==> src/rtl/cpu_core_pkg.sv <==
// Shared definitions for cpu_core: FSM states, opcode values and instruction field layout.
package cpu_core_pkg;

  typedef enum logic [1:0] {ST_FETCH, ST_EXEC, ST_MEM, ST_HALT} state_t;

  localparam logic [5:0] OP_NOP   = 6'd0;
  localparam logic [5:0] OP_ADD   = 6'd1;
  localparam logic [5:0] OP_SUB   = 6'd2;
  localparam logic [5:0] OP_AND   = 6'd3;
  localparam logic [5:0] OP_OR    = 6'd4;
  localparam logic [5:0] OP_XOR   = 6'd5;
  localparam logic [5:0] OP_LDI   = 6'd6;
  localparam logic [5:0] OP_STORE = 6'd7;
  localparam logic [5:0] OP_LOAD  = 6'd8;
  localparam logic [5:0] OP_JMP   = 6'd9;
  localparam logic [5:0] OP_JZ    = 6'd10;
  localparam logic [5:0] OP_HALT  = 6'd11;

  localparam int unsigned OP_LSB  = 0;
  localparam int unsigned OP_W    = 6;
  localparam int unsigned RA_LSB  = 6;
  localparam int unsigned RB_LSB  = 9;
  localparam int unsigned RD_LSB  = 12;
  localparam int unsigned REG_W   = 3;
  localparam int unsigned HL_BIT  = 15;
  localparam int unsigned IMM_LSB = 16;
  localparam int unsigned IMM_W   = 16;

  function automatic logic [OP_W-1:0] insn_op(input logic [31:0] insn);
    return insn[OP_LSB +: OP_W];
  endfunction

  function automatic logic [REG_W-1:0] insn_reg(input logic [31:0] insn, input int unsigned lsb);
    return insn[lsb +: REG_W];
  endfunction

  function automatic logic [IMM_W-1:0] insn_imm(input logic [31:0] insn);
    return insn[IMM_LSB +: IMM_W];
  endfunction

endpackage

==> src/rtl/cpu_regfile.sv <==
// Eight-entry register file with per-register zero flags, two async read ports, one sync write port.
module cpu_regfile #(
  parameter int unsigned DATA_W = 32
) (
  input  logic              clock,
  input  logic              reset,
  input  logic [2:0]        ra_addr,
  output logic [DATA_W-1:0] ra_data,
  output logic              ra_zero,
  input  logic [2:0]        rb_addr,
  output logic [DATA_W-1:0] rb_data,
  input  logic              wr_en,
  input  logic [2:0]        wr_addr,
  input  logic [DATA_W-1:0] wr_data
);

  logic [DATA_W-1:0] regs [8];
  logic [7:0]        flags;

  always_ff @(posedge clock or negedge reset) begin
    if (!reset) begin
      for (int unsigned i = 0; i < 8; i++) regs[i] <= '0;
      flags <= '0;
    end else if (wr_en) begin
      regs[wr_addr]  <= wr_data;
      flags[wr_addr] <= (wr_data == '0);
    end
  end

  assign ra_data = regs[ra_addr];
  assign ra_zero = flags[ra_addr];
  assign rb_data = regs[rb_addr];

endmodule

==> src/rtl/cpu_core.sv <==
// Multi-cycle FETCH/EXEC/MEM/HALT core with a single-port word-addressed memory interface.
module cpu_core
  import cpu_core_pkg::*;
#(
  parameter int unsigned        DATA_W   = 32,
  parameter int unsigned        ADDR_W   = 32,
  parameter logic [ADDR_W-1:0]  RESET_PC = '0
) (
  input  logic              clock,
  input  logic              reset,
  output logic              mem_req,
  output logic              mem_we,
  output logic [ADDR_W-1:0] mem_addr,
  output logic [DATA_W-1:0] mem_wdata,
  input  logic [DATA_W-1:0] mem_rdata,
  input  logic              mem_ready,
  output logic              halted,
  output logic              illegal
);

  state_t            state;
  logic [ADDR_W-1:0] pc;
  logic [ADDR_W-1:0] pc_inc;
  logic [ADDR_W-1:0] next_pc;
  logic [31:0]       insn;

  logic [5:0]        op;
  logic [2:0]        ra;
  logic [2:0]        rb;
  logic [2:0]        rd;
  logic              hl;
  logic [15:0]       imm;

  logic [2:0]        a_addr;
  logic [DATA_W-1:0] a_data;
  logic              a_zero;
  logic [DATA_W-1:0] b_data;
  logic [DATA_W-1:0] alu_res;
  logic              wb_en;
  logic [DATA_W-1:0] wb_data;

  assign op  = insn_op(insn);
  assign ra  = insn_reg(insn, RA_LSB);
  assign rb  = insn_reg(insn, RB_LSB);
  assign rd  = insn_reg(insn, RD_LSB);
  assign hl  = insn[HL_BIT];
  assign imm = insn_imm(insn);

  // LDI with hl=1 merges into the old rd value, so port A reads rd instead of ra.
  assign a_addr = (op == OP_LDI) ? rd : ra;

  cpu_regfile #(.DATA_W(DATA_W)) u_rf (
    .clock   (clock),
    .reset   (reset),
    .ra_addr (a_addr),
    .ra_data (a_data),
    .ra_zero (a_zero),
    .rb_addr (rb),
    .rb_data (b_data),
    .wr_en   (wb_en),
    .wr_addr (rd),
    .wr_data (wb_data)
  );

  always_comb begin
    alu_res = '0;
    case (op)
      OP_ADD: alu_res = a_data + b_data;
      OP_SUB: alu_res = a_data - b_data;
      OP_AND: alu_res = a_data & b_data;
      OP_OR:  alu_res = a_data | b_data;
      OP_XOR: alu_res = a_data ^ b_data;
      OP_LDI: begin
        if (hl) begin
          alu_res        = a_data;
          alu_res[31:16] = imm;
        end else begin
          alu_res[15:0]  = imm;
        end
      end
      default: alu_res = '0;
    endcase
  end

  always_comb begin
    wb_en   = 1'b0;
    wb_data = alu_res;
    if (state == ST_EXEC && (op inside {OP_ADD, OP_SUB, OP_AND, OP_OR, OP_XOR, OP_LDI})) begin
      wb_en = 1'b1;
    end else if (state == ST_MEM && op == OP_LOAD && mem_ready) begin
      wb_en   = 1'b1;
      wb_data = mem_rdata;
    end
  end

  assign pc_inc = pc + ADDR_W'(1);

  always_comb begin
    next_pc = pc_inc;
    if (op == OP_JMP)
      next_pc = a_data[ADDR_W-1:0];
    else if (op == OP_JZ && a_zero)
      next_pc = b_data[ADDR_W-1:0];
  end

  // Bus outputs are loaded on the edge that enters each state, so they hold steady through wait cycles.
  always_ff @(posedge clock or negedge reset) begin
    if (!reset) begin
      state     <= ST_FETCH;
      pc        <= RESET_PC;
      insn      <= '0;
      mem_req   <= 1'b0;
      mem_we    <= 1'b0;
      mem_addr  <= RESET_PC;
      mem_wdata <= '0;
      halted    <= 1'b0;
      illegal   <= 1'b0;
    end else begin
      illegal <= 1'b0;
      case (state)
        ST_FETCH: begin
          if (!mem_req) begin
            mem_req  <= 1'b1;
            mem_we   <= 1'b0;
            mem_addr <= pc;
          end else if (mem_ready) begin
            insn    <= mem_rdata[31:0];
            mem_req <= 1'b0;
            illegal <= (mem_rdata[OP_LSB +: OP_W] > OP_HALT);
            state   <= ST_EXEC;
          end
        end
        ST_EXEC: begin
          case (op)
            OP_STORE, OP_LOAD: begin
              state     <= ST_MEM;
              mem_req   <= 1'b1;
              mem_we    <= (op == OP_STORE);
              mem_addr  <= a_data[ADDR_W-1:0];
              mem_wdata <= b_data;
              pc        <= pc_inc;
            end
            OP_HALT: begin
              state  <= ST_HALT;
              halted <= 1'b1;
            end
            default: begin
              state    <= ST_FETCH;
              mem_req  <= 1'b1;
              mem_we   <= 1'b0;
              mem_addr <= next_pc;
              pc       <= next_pc;
            end
          endcase
        end
        ST_MEM: begin
          if (mem_ready) begin
            state    <= ST_FETCH;
            mem_req  <= 1'b1;
            mem_we   <= 1'b0;
            mem_addr <= pc;
          end
        end
        ST_HALT: begin
          mem_req <= 1'b0;
        end
        default: state <= ST_HALT;
      endcase
    end
  end

endmodule

==> config.mk <==
export PLATFORM = sky130hd
export DESIGN_NAME = cpu_core
export DESIGN_NICKNAME = d
export VERILOG_FILES = /design/src/rtl/cpu_core_pkg.sv /design/src/rtl/cpu_regfile.sv /design/src/rtl/cpu_core.sv
export SDC_FILE = /design/constraint.sdc
export NUM_CORES = 1
export LEC_CHECK = 0
export CAP_MARGIN = 5
export CELL_PAD_IN_SITES_DETAIL_PLACEMENT = 1
export CELL_PAD_IN_SITES_GLOBAL_PLACEMENT = 1
export CORE_MARGIN = 3
export CORE_UTILIZATION = 35
export CTS_CLUSTER_DIAMETER = 30
export DETAILED_ROUTE_END_ITERATION = 6
export PLACE_DENSITY_LB_ADDON = 0.2
export SYNTH_ARGS = -nofsm -noshare
export SYNTH_HDL_FRONTEND = slang
export SYNTH_SLANG_ARGS = --single-unit
==> constraint.sdc <==
create_clock -name clock -period 7.14 [get_ports clock]
set_clock_uncertainty 0.15 [all_clocks]
set_input_delay 1.071 -clock clock [delete_from_list [all_inputs] [get_ports clock]]
set_output_delay 1.071 -clock clock [all_outputs]
set_load 0.005 [all_outputs]
==> results.py <==
metrics = {
    "worst_setup_path": {
        "crit_path_end_kind": "flop",
        "slowest_stage": "a221oi_1",
        "start_kind": "flop",
        "cp_slowest_stage_delay_ns": 0.85,
        "path_max_fanout": 14,
        "cpMostUsedCell": "nand4_1",
        "worstPathCellList": "nor2b_1 -> a21boi_1 -> nor2_2 -> nand2_1 -> a32o_1 -> a221oi_1 -> ha_1 -> nand4_1 -> nor3_1 -> a221o_1 -> o31ai_1 -> nor4_1 -> a211oi_2 -> o211a_1 -> nand4_2 -> nor4_4 -> nand4_1 -> o21ai_1",
        "worstPathRequired_ns": 7.53,
        "critPathArrivalTime_ns": 7.25,
        "path_class": "reg -> reg",
    },
    "timing": {
        "setup-tns-final_ns": 0,
        "rsz0062_at_grt": "false",
        "timing.fmax_ghz": 0.146,
        "finalCriticalPeriod_ns": 6.86,
        "hold_viol": 0,
        "fin_crit_sh_pct": 96.1,
        "worstMarginPinSlew_ns": 1.13,
        "relSlewSlack_pct": 24.4,
        "setup_viol": 0,
        "slew_violations": 0,
    },
    "drt": {
        "viasPerCell": 5.88,
        "drc": 0,
        "met2WireLength_um": 48800,
        "vias": 23900,
        "first_pass_iters": 5,
        "wl_met3_um": 5610,
        "wl_per_cell_um": 25.7,
        "drtIter0Drc": 1795,
        "highest_layer": "met4",
        "drt-total-wl_um": 105000,
        "drtAntennaViolNets": 0,
        "wl_met1_um": 46400,
    },
    "logic_synthesis": {
        "seq_area_frac_synth_pct": 38.6,
        "ys_ff_latch": 398,
        "synthArstFlopShare_pct": 100,
        "synth_edf_count": 0,
        "synth_cells": 2926,
        "mappedNetlistNets": 3065,
        "syn_avg_cell_area_sq_um": 8.81,
        "ys_warn_count": 0,
        "synthFlopType": "dfrtp_1",
        "netlist_area_sq_mm": 0.0258,
        "synth_cell_types": 95,
    },
    "cells_and_area": {
        "design_area_sq_mm": 0.0317,
        "layout_common_cells": "nand2_1 (480), dfrtp_1 (395), o21ai_0 (277), nor2_1 (251), a21oi_1 (222)",
        "syn_to_final_growth_pct": 23.0,
        "fin_nets": 3175,
        "regMostFlops": "u_rf.regs",
        "num_antenna_cells": 0,
        "largest_reg_flops": 256,
        "drive_gt1_share_pct": 16.1,
        "final_cells": 4071,
        "final_common_cell": "nand2_1",
    },
    "pwr": {
        "ir_drop_mv": 0.159,
        "p_per_area_mw_per_mm2": 221,
        "leakage_nw": 13.5,
    },
    "clock_network": {
        "cts_buffers": 99,
        "cts_tree": "done",
        "ctsHtreeMaxLevel": 3,
        "cts.clk_slew.worst_paths_ns": 0.04,
        "clock-sinks": 398,
        "cts_root_buffer": "clkbuf_16",
        "cts.path.max_buffers": 3,
        "clock_latency_ns": 0.65,
    },
    "floorplanning": {
        "num_rows": 98,
        "initial_core_util_pct": 35.7,
        "dieArea_sq_mm": 0.0769,
        "core_sq_mm": 0.0722,
        "die_h_um": 277,
        "die_x_um": 277,
        "ios": 103,
    },
    "global_route": {
        "grt-ovfl-total": 0,
        "antenna_found_initial": 0,
        "grt_pass1_wl_um": 160000,
        "grt_util_all_layers_pct": 26.8,
        "grt_max_degree": 176,
        "grt_pass1_vias": 25500,
    },
    "placement": {
        "port_buffers": 102,
        "dpl.hpwl_um": 73300,
        "dp_cells": 3880,
        "gp_congestion": 0.922,
        "placed_area_sq_mm": 0.0281,
    },
    "worst_hold_path": {
        "hp-class": "in -> async",
    },
    "flow_run": {
        "max_cap_violations": 0,
    },
    "run_status": {
        "status": "finished clean",
    },
}
==> report_power, final <==
| part | internal (W) | switching, W | total [W] | leakage, nW |
|---|---|---|---|---|
| logic | 0.0000199 | 0.0000591 | 0.0000789 | 6.45 |
| registers | 0.00226 | 0 | 0.00226 | 5.39 |
| clock network | 0.00316 | 0.00150 | 0.00466 | 1.70 |
| total | 0.00545 | 0.00156 | 0.00700 | 13.5 |
==> logic make-up (layout without fill, tap and decap cells) <==
logic type | count (synthesis) | count (layout) | share of synthesized area [%]
AO/OA/AOI/OAI | 789 | 789 | 18.8
XOR/XNOR | 82 | 82 | 2.79
adder cells (fa/ha/maj) | 104 | 104 | 5.08
buffers and inverters | 301 | 496 | 4.89
flip-flops | 398 | 398 | 38.6
multiplexers | 207 | 207 | 11.9
AND/OR/NAND/NOR | 1045 | 1045 | 17.9
==> Yosys cell counts, drive strengths merged, types with 8 or more instances <==
master,instances,share of area [%]
nand2b,14,0.34
dfrtp,398,39
inv,89,1.3
a31oi,16,0.39
and2,14,0.34
nor2b,8,0.19
and3,19,0.46
nor4,17,0.55
nor3,26,0.55
xor2,20,0.68
o211ai,38,1.1
o31ai,8,0.23
o21ai,299,5.9
a21oi,226,4.5
a211oi,24,0.76
ha,103,5.0
a311oi,10,0.34
mux2i,81,3.6
clkbuf,155,2.3
a22oi,25,0.73
xnor2,62,2.1
mux2,62,2.7
a32oi,20,0.68
a221o,16,0.62
a221oi,29,1.0
mux4,64,5.6
nand4,28,0.70
nand2,485,7.1
buf,57,1.3
a21o,14,0.41
nor2,259,3.8
nand3,141,2.7
==> per-layer routing <==
layer,GRT usage (%),vias to the layer above
met5,0,-
met4,10.4,0
met3,3.60,189
met2,43.5,780
met1,36.4,12200
li1,-,10700
==> per-stage QoR <==
| stage | setup slack (ns) | util [%] | hold WS (ns) | power (W) |
|---|---|---|---|---|
| 4_1_cts | 0.127 | 43.8 | 0.229 | 0.00708 |
| 2_1_floorplan | 1.26 | - | 0.280 | 0.00230 |
| 6_report | 0.282 | 43.9 | 0.229 | 0.00700 |
| 3_5_place_dp | 0.160 | 38.9 | 0.315 | 0.00238 |
| 3_3_place_gp | 0.353 | 38.9 | 0.304 | 0.00238 |
| 5_1_grt | 0.00232 | 43.9 | 0.261 | 0.00722 |
==> layout make-up <==
| type | count | area (sq um) |
|---|---|---|
| fillers | 8143 | 40500 |
| multi-input cells | 2227 | 14700 |
| well taps | 950 | 1190 |
| flip-flops and latches | 398 | 9970 |
| repair buffers | 221 | 2010 |
| clock inverters | 61 | 747 |
| inverters | 89 | 334 |
| clock buffers | 125 | 2790 |
==> final timing paths <==
| path | from | to | slack (ns) | cells past startpoint |
|---|---|---|---|---|
| max in group asynchronous | reset | insn[11]$_DFFE_PN0P_ | 5.10 | 2 |
| min in group clock | halted$_DFFE_PN0P_ | halted$_DFFE_PN0P_ | 0.32 | 1 |
| hold / removal | reset | pc[31]$_DFFE_PN0P_ | 0.23 | 1 |
| setup / recovery | insn[0]$_DFFE_PN0P_ | u_rf.flags[0]$_DFFE_PN0P_ | 0.28 | 18 |
| setup reg to reg | insn[0]$_DFFE_PN0P_ | u_rf.flags[0]$_DFFE_PN0P_ | 0.28 | 18 |
| hold reg to reg | halted$_DFFE_PN0P_ | halted$_DFFE_PN0P_ | 0.32 | 1 |
==> worst max-delay path: cells and delay by family (launching register included) <==
kind            cells  cell delay (ns)
compound gates      8             3.23
fa+ha+maj           1             0.50
flops               1             0.37
simple gates        9             2.48
==> repair_timing <==
item                                    CTS  global route
gates resized for setup                   0             1
hold buffers                              0             0
endpoints found under the setup margin    0            15
setup buffers                             0             5
Power figures use the tool's default switching activity.
